### src/rtl/conv_pkg.sv
// Shared constants and FSM state type for the 7x7/3x3 convolution engine and its frame feeder.
package conv_pkg;
  localparam int IFM_DIM = 7;
  localparam int K_DIM   = 3;
  localparam int DATA_W  = 16;
  localparam int OFM_W   = 36;
  localparam int N_IFM   = IFM_DIM * IFM_DIM;
  localparam int N_W     = K_DIM * K_DIM;
  localparam int N_OFM   = (IFM_DIM - K_DIM + 1) * (IFM_DIM - K_DIM + 1);
  localparam int TIMEOUT = 64;

  typedef enum logic [1:0] {
    IDLE   = 2'd0,
    STREAM = 2'd1,
    DRAIN  = 2'd2,
    DONE   = 2'd3
  } state_t;
endpackage

### src/rtl/conv_ofm_collector.sv
// Captures returned OFM beats into a 25-entry result buffer and tracks DRAIN inactivity.
// Beats beyond the buffer size are dropped; the read port is combinational.
module conv_ofm_collector
  import conv_pkg::*;
#(
  parameter int TIMEOUT_CYC = TIMEOUT
) (
  input  logic             clk,
  input  logic             rst_n,
  input  logic             clear,
  input  logic             capture_en,
  input  logic             drain,
  input  logic             out_valid,
  input  logic [OFM_W-1:0] Out_OFM,
  input  logic [4:0]       rd_addr,
  output logic [OFM_W-1:0] rd_data,
  output logic [5:0]       ofm_count,
  output logic             full,
  output logic             timed_out
);
  localparam int TW = $clog2(TIMEOUT_CYC + 1);

  logic [OFM_W-1:0] result [N_OFM];
  logic [TW-1:0]    idle_cnt;
  logic             capture;

  assign capture   = capture_en && out_valid && (ofm_count < 6'(N_OFM));
  assign full      = (ofm_count == 6'(N_OFM));
  assign timed_out = (idle_cnt >= TW'(TIMEOUT_CYC));
  assign rd_data   = (rd_addr < 5'(N_OFM)) ? result[rd_addr] : '0;

  // Result storage is deliberately left unreset.
  always_ff @(posedge clk) begin
    if (capture) result[ofm_count[4:0]] <= Out_OFM;
  end

  always_ff @(posedge clk) begin
    if (!rst_n) begin
      ofm_count <= '0;
      idle_cnt  <= '0;
    end else if (clear) begin
      ofm_count <= '0;
      idle_cnt  <= '0;
    end else begin
      if (capture) ofm_count <= ofm_count + 6'd1;
      if (out_valid)  idle_cnt <= '0;
      else if (drain) idle_cnt <= idle_cnt + TW'(1);
    end
  end
endmodule

### src/rtl/conv_frame_feeder.sv
// Streams one stored IFM frame plus 3x3 kernel to the convolution engine and collects its OFM beats.
// First beat one cycle after start; all engine-side outputs are registered.
module conv_frame_feeder
  import conv_pkg::*;
#(
  parameter int TIMEOUT_CYC = TIMEOUT
) (
  input  logic              clk,
  input  logic              rst_n,
  input  logic              cfg_we,
  input  logic              cfg_sel,
  input  logic [5:0]        cfg_addr,
  input  logic [DATA_W-1:0] cfg_wdata,
  input  logic              start,
  output logic              busy,
  output logic              done,
  output logic              timeout_err,
  output logic              in_valid,
  output logic [DATA_W-1:0] In_IFM_1,
  output logic              weight_valid,
  output logic [DATA_W-1:0] In_Weight_1,
  input  logic              out_valid,
  input  logic [OFM_W-1:0]  Out_OFM,
  input  logic [4:0]        rd_addr,
  output logic [OFM_W-1:0]  rd_data,
  output logic [5:0]        ofm_count
);
  state_t            state;
  logic [5:0]        idx;
  logic [5:0]        beat_idx;
  logic              emit;
  logic              launch;
  logic              full;
  logic              timed_out;
  logic [DATA_W-1:0] ifm_mem [N_IFM];
  logic [DATA_W-1:0] w_mem   [N_W];

  assign launch   = (state == IDLE) && start;
  // The start edge already issues beat 0 so the first beat lands the cycle after start.
  assign emit     = launch || (state == STREAM);
  assign beat_idx = (state == STREAM) ? idx : 6'd0;

  always_ff @(posedge clk) begin
    if (cfg_we && state == IDLE) begin
      if (!cfg_sel && cfg_addr < 6'(N_IFM)) ifm_mem[cfg_addr] <= cfg_wdata;
      if (cfg_sel && cfg_addr < 6'(N_W))    w_mem[cfg_addr[3:0]] <= cfg_wdata;
    end
  end

  always_ff @(posedge clk) begin
    if (!rst_n) begin
      state        <= IDLE;
      idx          <= '0;
      busy         <= 1'b0;
      done         <= 1'b0;
      timeout_err  <= 1'b0;
      in_valid     <= 1'b0;
      weight_valid <= 1'b0;
      In_IFM_1     <= '0;
      In_Weight_1  <= '0;
    end else begin
      done <= 1'b0;

      if (emit) begin
        in_valid <= 1'b1;
        In_IFM_1 <= ifm_mem[beat_idx];
        idx      <= beat_idx + 6'd1;
        if (beat_idx < 6'(N_W)) begin
          weight_valid <= 1'b1;
          In_Weight_1  <= w_mem[beat_idx[3:0]];
        end else begin
          weight_valid <= 1'b0;
          In_Weight_1  <= '0;
        end
      end else begin
        in_valid     <= 1'b0;
        weight_valid <= 1'b0;
        In_Weight_1  <= '0;
      end

      case (state)
        IDLE: begin
          if (start) begin
            state       <= STREAM;
            busy        <= 1'b1;
            timeout_err <= 1'b0;
          end
        end
        STREAM: begin
          if (beat_idx == 6'(N_IFM - 1)) state <= DRAIN;
        end
        DRAIN: begin
          if (full || timed_out) begin
            state <= DONE;
            done  <= 1'b1;
            busy  <= 1'b0;
            if (!full) timeout_err <= 1'b1;
          end
        end
        default: state <= IDLE;
      endcase
    end
  end

  conv_ofm_collector #(
    .TIMEOUT_CYC(TIMEOUT_CYC)
  ) u_collector (
    .clk        (clk),
    .rst_n      (rst_n),
    .clear      (launch),
    .capture_en (state == STREAM || state == DRAIN),
    .drain      (state == DRAIN),
    .out_valid  (out_valid),
    .Out_OFM    (Out_OFM),
    .rd_addr    (rd_addr),
    .rd_data    (rd_data),
    .ofm_count  (ofm_count),
    .full       (full),
    .timed_out  (timed_out)
  );
endmodule

### config.mk
export PLATFORM = sky130hd
export DESIGN_NAME = conv_frame_feeder
export DESIGN_NICKNAME = d
export VERILOG_FILES = /design/src/rtl/conv_pkg.sv /design/src/rtl/conv_ofm_collector.sv /design/src/rtl/conv_frame_feeder.sv
export SDC_FILE = /design/constraint.sdc
export NUM_CORES = 2
export LEC_CHECK = 0
export CAP_MARGIN = 10
export CORE_MARGIN = 1
export CORE_UTILIZATION = 62
export DETAILED_ROUTE_END_ITERATION = 10
export PLACE_DENSITY = 0.79
export SKIP_CTS_REPAIR_TIMING = 1
export SLEW_MARGIN = 0
export SYNTH_ARGS = -nofsm -noshare
export SYNTH_HDL_FRONTEND = slang
export SYNTH_HIERARCHICAL = 1
export SYNTH_SLANG_ARGS = --single-unit
### constraint.sdc
create_clock -name clk -period 4.2 [get_ports clk]
set_input_delay 0.84 -clock clk [delete_from_list [all_inputs] [get_ports clk]]
set_output_delay 0.84 -clock clk [all_outputs]
set_load 0.02 [all_outputs]
== After elaboration in Yosys (flattened, before gate mapping) ==
Memory sizes are Yosys's and may differ from the RTL's. A register that Yosys moved wholly into a read port is not among the register bits.
Cells that the tools add are included.

* $add $sub $neg: 3
* Order comparisons: 6
* Equal/unequal tests: 8
* Multiplexer cells: 24
* Bitwise logic cells: 1
* Reductions and logical operators: 22

{| class="wikitable"
|+ Operator list
! kind !! count
|-
| $mux 36 || 1
|-
| $mux 1 || 16
|-
| $add 6x1->6 const B || 2
|-
| $lt 6x4->1 const B || 2
|-
| $reduce_and 3->1 || 3
|-
| $add 7x1->7 const B || 1
|-
| $ge 7x7->1 const B || 1
|-
| $eq 6x5->1 const B || 1
|-
| $eq 6x6->1 const B || 1
|-
| $logic_and 1x1->1 || 6
|-
| $lt 6x5->1 const B || 1
|-
| $lt 6x6->1 const B || 1
|-
| $mux 2 || 3
|-
| $mux 6 || 1
|-
| $ne 2x2->1 const B || 3
|-
| $pmux 2 s3 || 1
|-
| $lt 5x5->1 const B || 1
|-
| $pmux 1 s2 || 2
|-
| $reduce_and 2->1 || 2
|-
| $reduce_and 4->1 || 1
|-
| $logic_not 1->1 || 3
|-
| $logic_or 1x1->1 || 3
|-
| $reduce_or 3->1 || 1
|-
| $eq 2x1->1 const B || 1
|-
| other kinds (6) || 6
|}

* Bits in registers: 26
* Memory bits (writable): 1828
* Input port bits: 69
* Output and inout port bits: 79
* Memories kept: 3

{| class="wikitable"
|+ Memories
! memory !! depth !! width !! read ports !! clocked after Yosys merged registers in !! wr ports !! line !! text
|-
| u_collector.result || 25 || 36 || 1 || 0 || 1 || conv_ofm_collector.sv:23 || <nowiki>logic [OFM_W-1:0] result [N_OFM];</nowiki>
|-
| ifm_mem || 49 || 16 || 1 || 1 || 1 || conv_frame_feeder.sv:35 || <nowiki>logic [DATA_W-1:0] ifm_mem [N_IFM];</nowiki>
|-
| w_mem || 9 || 16 || 1 || 1 || 1 || conv_frame_feeder.sv:36 || <nowiki>logic [DATA_W-1:0] w_mem [N_W];</nowiki>
|}

== Logic depth before layout (Yosys ltp) ==
* Word-level depth: 6
* Depth in mapped cells: 12
* Depth with buffers taken out: 8

== Cells and area by module ==
Netlist, hierarchy kept.

{| class="wikitable"
|+ By module, submodules not included
! module !! instances !! cells an instance !! area each (um^2)
|-
| conv_frame_feeder || 1 || 2346 || 38650.8
|-
| conv_ofm_collector || 1 || 1861 || 35099.9
|}

== Worst setup path before layout ==
OpenSTA, ideal clock, no wires.

* Path type: input to register
* From: input port out_valid
* To: memory u_collector.result[20][0], enable pin
* Library setup time: 429 ps
* Arrival time: 3061 ps
* Slack: 709 ps
* Cell stages on the path: 4
* Cells stage by stage: inv_1 a311oi_2 nand2_1 nor2_1

* Word-level cells in the longest chain between the ends: 4

{| class="wikitable"
|+ Ends and longest elaborated chain
! what !! line !! text
|-
| start: declaration || conv_frame_feeder.sv:22 || <nowiki>input logic out_valid,</nowiki>
|-
| $logic_and 1x1->1 (2 in series) || conv_ofm_collector.sv:27 || <nowiki>assign capture = capture_en && out_valid && (ofm_count < 6'(N_OFM));</nowiki>
|-
| $mux 1 || conv_ofm_collector.sv:34 || <nowiki>if (capture) result[ofm_count[4:0]] <= Out_OFM;</nowiki>
|-
| $mux 1 (not written as such) || conv_ofm_collector.sv:34 ||
|-
| end: declaration || conv_ofm_collector.sv:23 ||
|}

No other way between the ends.

== Final worst setup path ==
* From: input port rd_addr[4]
* To: output port rd_data[1]

* Word-level cells in the longest chain between the ends: 2
* Elaborated cells on any way between the ends: 3
* Those cells by class: 1 x order compare; 1 x mux; 1 x memory

{| class="wikitable"
|+ Ends and longest elaborated chain
! what !! line !! text
|-
| start: declaration || conv_frame_feeder.sv:24 || <nowiki>input logic [4:0] rd_addr,</nowiki>
|-
| $mem_v2 25x36 or $lt 5x5->1 (tied branches) || -- ||
|-
| $mux 36 (*) || conv_ofm_collector.sv:30 || <nowiki>assign rd_data = (rd_addr < 5'(N_OFM)) ? result[rd_addr] : '0;</nowiki>
|-
| end: declaration || conv_frame_feeder.sv:25 || <nowiki>output logic [OFM_W-1:0] rd_data,</nowiki>
|}

Every way passes the cells marked *; elsewhere a longest branch is shown, timed or not.

==> flow_summary.rst <==
.. list-table::
   :header-rows: 1

   * - Metric
     - Value
   * - Post-synthesis sequential element count
     - roughly 1900
   * - Clock insertion delay at the later pin of the skew report
     - around 0.81 ns
   * - Sort of element at the end of the critical path
     - output pin
   * - Via count
     - 43300
   * - Final period utilization
     - a little over nine tenths
   * - Effective utilization at floorplan
     - 62.5%
   * - Worst-path cell chain
     - clkdlybuf4s50_1, nand2b_1, buf_12, a21oi_1, o221ai_1, a21oi_1, a211o_1, clkdlybuf4s50_1
   * - Leading cell type by number of instances after synthesis
     - sky130_fd_sc_hd__edfxtp_1
   * - Peak ir drop on the vdd network
     - 0.502 mV
   * - Ratio of cells with drive above 1 in the final layout
     - between 15 and 20%
   * - Worst Path Required
     - 3.36 ns
   * - Total gr overflow
     - 0
   * - Clock transition time at the flip-flop clock pins of the worst setup and hold paths
     - 0.06 ns
   * - CTS buffer count
     - 176
   * - CTS Root Cell
     - sky130_fd_sc_hd__clkbuf_16
   * - Rows
     - 126
   * - Clock tree sinks
     - 1886
   * - Endpoint of the worst hold path
     - u_collector/idle_cnt[5]
   * - Finished layout cell area
     - 83700 sq um
   * - Antenna violations before repair
     - 7
   * - Signed area change from the synthesized netlist to the final layout
     - 13.5%
   * - Count of flip-flops with a built-in enable after synthesis
     - about 1800
   * - Met1 demand-to-capacity share in global routing
     - a little over two fifths
   * - Summed instance area of the synthesized netlist
     - 73800 sq um
   * - IO Port Bufs
     - 147
   * - CTS max path bufs
     - 3
   * - Global-route usage over all layers
     - 33.1%
   * - RSZ-0062 raised after global routing
     - false
   * - Worst R2R Start
     - state[1]
   * - Hold path startpoint
     - u_collector/idle_cnt[5]
   * - Die height
     - 347 microns
   * - Number of distinct library cell variants in the gate-level netlist after synthesis
     - 94
   * - R2R cell count
     - 9
   * - Vias in the first global route
     - 43100
   * - Weighted congestion reported at the end of routability-driven placement
     - 0.970
   * - Outcome
     - finished clean
   * - Vias per cell
     - 6.97
   * - DRT Pass-1 Iters
     - 6
   * - Number of nets at the end of the flow
     - 4606
   * - Worst min-delay path class
     - reg2reg
   * - Critical Path Source Type
     - primary input
   * - # setup viols final
     - 0
   * - Reg2Reg Setup Slack
     - 0.41 ns
   * - Slowest cell on crit path
     - sky130_fd_sc_hd__clkdlybuf4s50_1
   * - Number of design-rule violations left by the first detailed-router iteration
     - approximately 6400
   * - Share of flip-flops with an asynchronous set or reset after synthesis
     - 0%
   * - Most frequent cells after synthesis
     - sky130_fd_sc_hd__edfxtp_1, sky130_fd_sc_hd__mux2i_1, sky130_fd_sc_hd__nand2_1
   * - Worst Path Arrival
     - about 3.2 ns
   * - Routed wire length per instance
     - around 32 microns
   * - Leakage component of the power
     - 27.2 nW
   * - Kind of cell with the highest combined delay on the critical path
     - buffers and inverters
   * - Syn Inst Count
     - 4207
   * - Register area share after synthesis
     - 76.0%
   * - Layer with the highest usage
     - met2
   * - Crit Path Category
     - in2out
   * - Delay contributed by the slowest stage of the critical path
     - 0.65 ns
   * - Warnings from Yosys
     - 6
   * - Met2 global-route usage
     - 53.1%
   * - Half-perimeter wire length after detailed placement
     - 117000 microns
   * - Clock H-tree levels
     - 4
   * - Wire length after detailed routing
     - 200000 microns
   * - Mapped Avg Cell Area
     - 17.5 sq um
   * - Max_cap viols
     - 0
   * - Number of placed I/O pins
     - 148
   * - Die outline area
     - around 120000 sq um
   * - Post-detailed-route DRC marker count
     - 0
   * - Setup total negative slack
     - 0 ns
   * - Crit-path max FO
     - 17
   * - Die X-Extent
     - 347 microns
   * - Time the final worst path needs with I/O delays and setup
     - 4.07 ns
   * - Clock tree from TritonCTS
     - built
   * - Library cell with the largest summed area after synthesis
     - sky130_fd_sc_hd__edfxtp_1
   * - First-pass GRT wire length
     - 288000 microns
   * - Largest clock skew in the final design
     - 0.0342 ns
   * - Synthesized Nets
     - 4287
   * - Maximum clock frequency
     - 246 MHz
   * - Dominant cells by area after synthesis
     - sky130_fd_sc_hd__edfxtp_1, sky130_fd_sc_hd__mux2i_1, sky130_fd_sc_hd__mux4_2, sky130_fd_sc_hd__a22oi_1, sky130_fd_sc_hd__dfxtp_1
   * - Placeable core region
     - 118000 sq um
   * - Reg2Reg Capture Point
     - In_IFM_1[7]
   * - Areal power density over the cells
     - 502 nW/um^2
   * - Most used flip-flop cell after synthesis
     - sky130_fd_sc_hd__edfxtp_1
   * - Placement-stage cell area
     - 78000 sq um
   * - Transition at the pin with the smallest max-transition slack
     - approximately 1.3 ns
   * - Buffering stage count on the worst path with inverters included
     - 3
   * - Top-area cell type share of the netlist area
     - 74.4%
   * - Worst relative slew slack
     - 12.1%
   * - Largest net degree at the start of global routing
     - 68
   * - Post-route ant nets
     - 0
   * - Hold Violations, Final
     - 0
   * - Met3 track demand over resource
     - 7.88%
   * - Pins Over Slew Limit
     - 0
   * - Cell depth of the worst hold path
     - 2
## placed cells by master (no fill, tap or decap), types with 28 or more instances in the layout
master                               n
sky130_fd_sc_hd__nand3_1            60
sky130_fd_sc_hd__clkbuf_16         182
sky130_fd_sc_hd__o21ai_0           110
sky130_fd_sc_hd__mux2i_1           368
sky130_fd_sc_hd__a21oi_1           201
sky130_fd_sc_hd__o211ai_1           33
sky130_fd_sc_hd__a22oi_1           175
sky130_fd_sc_hd__clkdlybuf4s50_1   125
sky130_fd_sc_hd__clkbuf_1           41
sky130_fd_sc_hd__a211o_1            37
sky130_fd_sc_hd__o22ai_1            32
sky130_fd_sc_hd__a211oi_1           30
sky130_fd_sc_hd__nand2_1           210
sky130_fd_sc_hd__nor2_1            144
sky130_fd_sc_hd__mux2_2             73
sky130_fd_sc_hd__clkinv_1           34
sky130_fd_sc_hd__edfxtp_1         1828
sky130_fd_sc_hd__buf_12             33
sky130_fd_sc_hd__a221oi_1           90
sky130_fd_sc_hd__o221ai_1           48
sky130_fd_sc_hd__nor2b_1            28
sky130_fd_sc_hd__clkinv_2           36
sky130_fd_sc_hd__mux4_2             97
sky130_fd_sc_hd__buf_4             228
sky130_fd_sc_hd__dfxtp_1            55
## tightest hold or removal path: cells and delay by family (launching register included)
family | cells | cell delay [ns]
DFF | 1 | 0.32
AOI/OAI and AO/OA | 2 | 0.13
## per-layer routing
metal / vias to the layer above / wire length [microns]
met3: 672 / 24000
li1: 17600 / -
met2: 3385 / 96300
met1: 21600 / 68100
met5: - / 37
met4: 6 / 11500
## per-stage QoR
stage          total power [mW]  worst slack (ns)  hold WS, ns  utilization (%)  cells
4_1_cts                    41.9            0.0678        0.496             70.9   6210
6_report                   42.0             0.132        0.497             71.0   6217
2_1_floorplan              24.5             0.709        0.457                -   4207
3_5_place_dp               26.6            0.0915        0.483             66.2   5884
5_1_grt                    42.9            0.0232        0.531             71.0   6213
3_3_place_gp               26.5             0.128        0.472             66.2   5884
## sequential cells by signal, summed over array words and instances, names as in the netlist
name,cells
In_Weight_1,16
weight_valid,1
w_mem,144
u_collector/ofm_count,6
busy,1
state,2
ifm_mem,784
In_IFM_1,16
idx,6
done,1
in_valid,1
u_collector/idle_cnt,7
timeout_err,1
u_collector/result,900
## cell type report
| cell class | count | area (sq um) |
|---|---|---|
| multi-input combinational | 2034 | 16200 |
| sequential | 1886 | 56100 |
| timing repair buffer | 406 | 3760 |
| clock buffer | 229 | 4790 |
| tap | 1536 | 1920 |
| fill | 6859 | 34200 |
| antenna | 7 | 17.5 |
| inverter | 22 | 82.6 |
| clock inverter | 97 | 822 |
## logic make-up after synthesis
group	synth area share (%)
DFF	76.0
AOI/OAI and AO/OA	8.43
and+or+nand+nor	3.66
muxes	9.29
buffers and inverters	2.35
adders and majority gates	0.187
xor gates and xnor gates	0.0831
## how the worst max path moves through the flow
stage,slack (ns),depth (start not counted),end,from
2_1_floorplan,0.71,4,u_collector/result[20][0],out_valid
4_1_cts,0.07,8,rd_data[15],rd_addr[3]
5_1_grt,0.02,8,rd_data[24],rd_addr[4]
3_5_place_dp,0.09,8,rd_data[15],rd_addr[3]
6_report,0.13,8,rd_data[1],rd_addr[4]
3_3_place_gp,0.13,8,rd_data[21],rd_addr[3]
## report_power, final
group	switching [mW]	total [mW]	internal (mW)
Clock	6.80	15.5	8.74
Combinational	3.52	5.31	1.79
Sequential	0.276	21.2	20.9
Total	10.6	42.0	31.4
(Power assumes the default switching activity.)
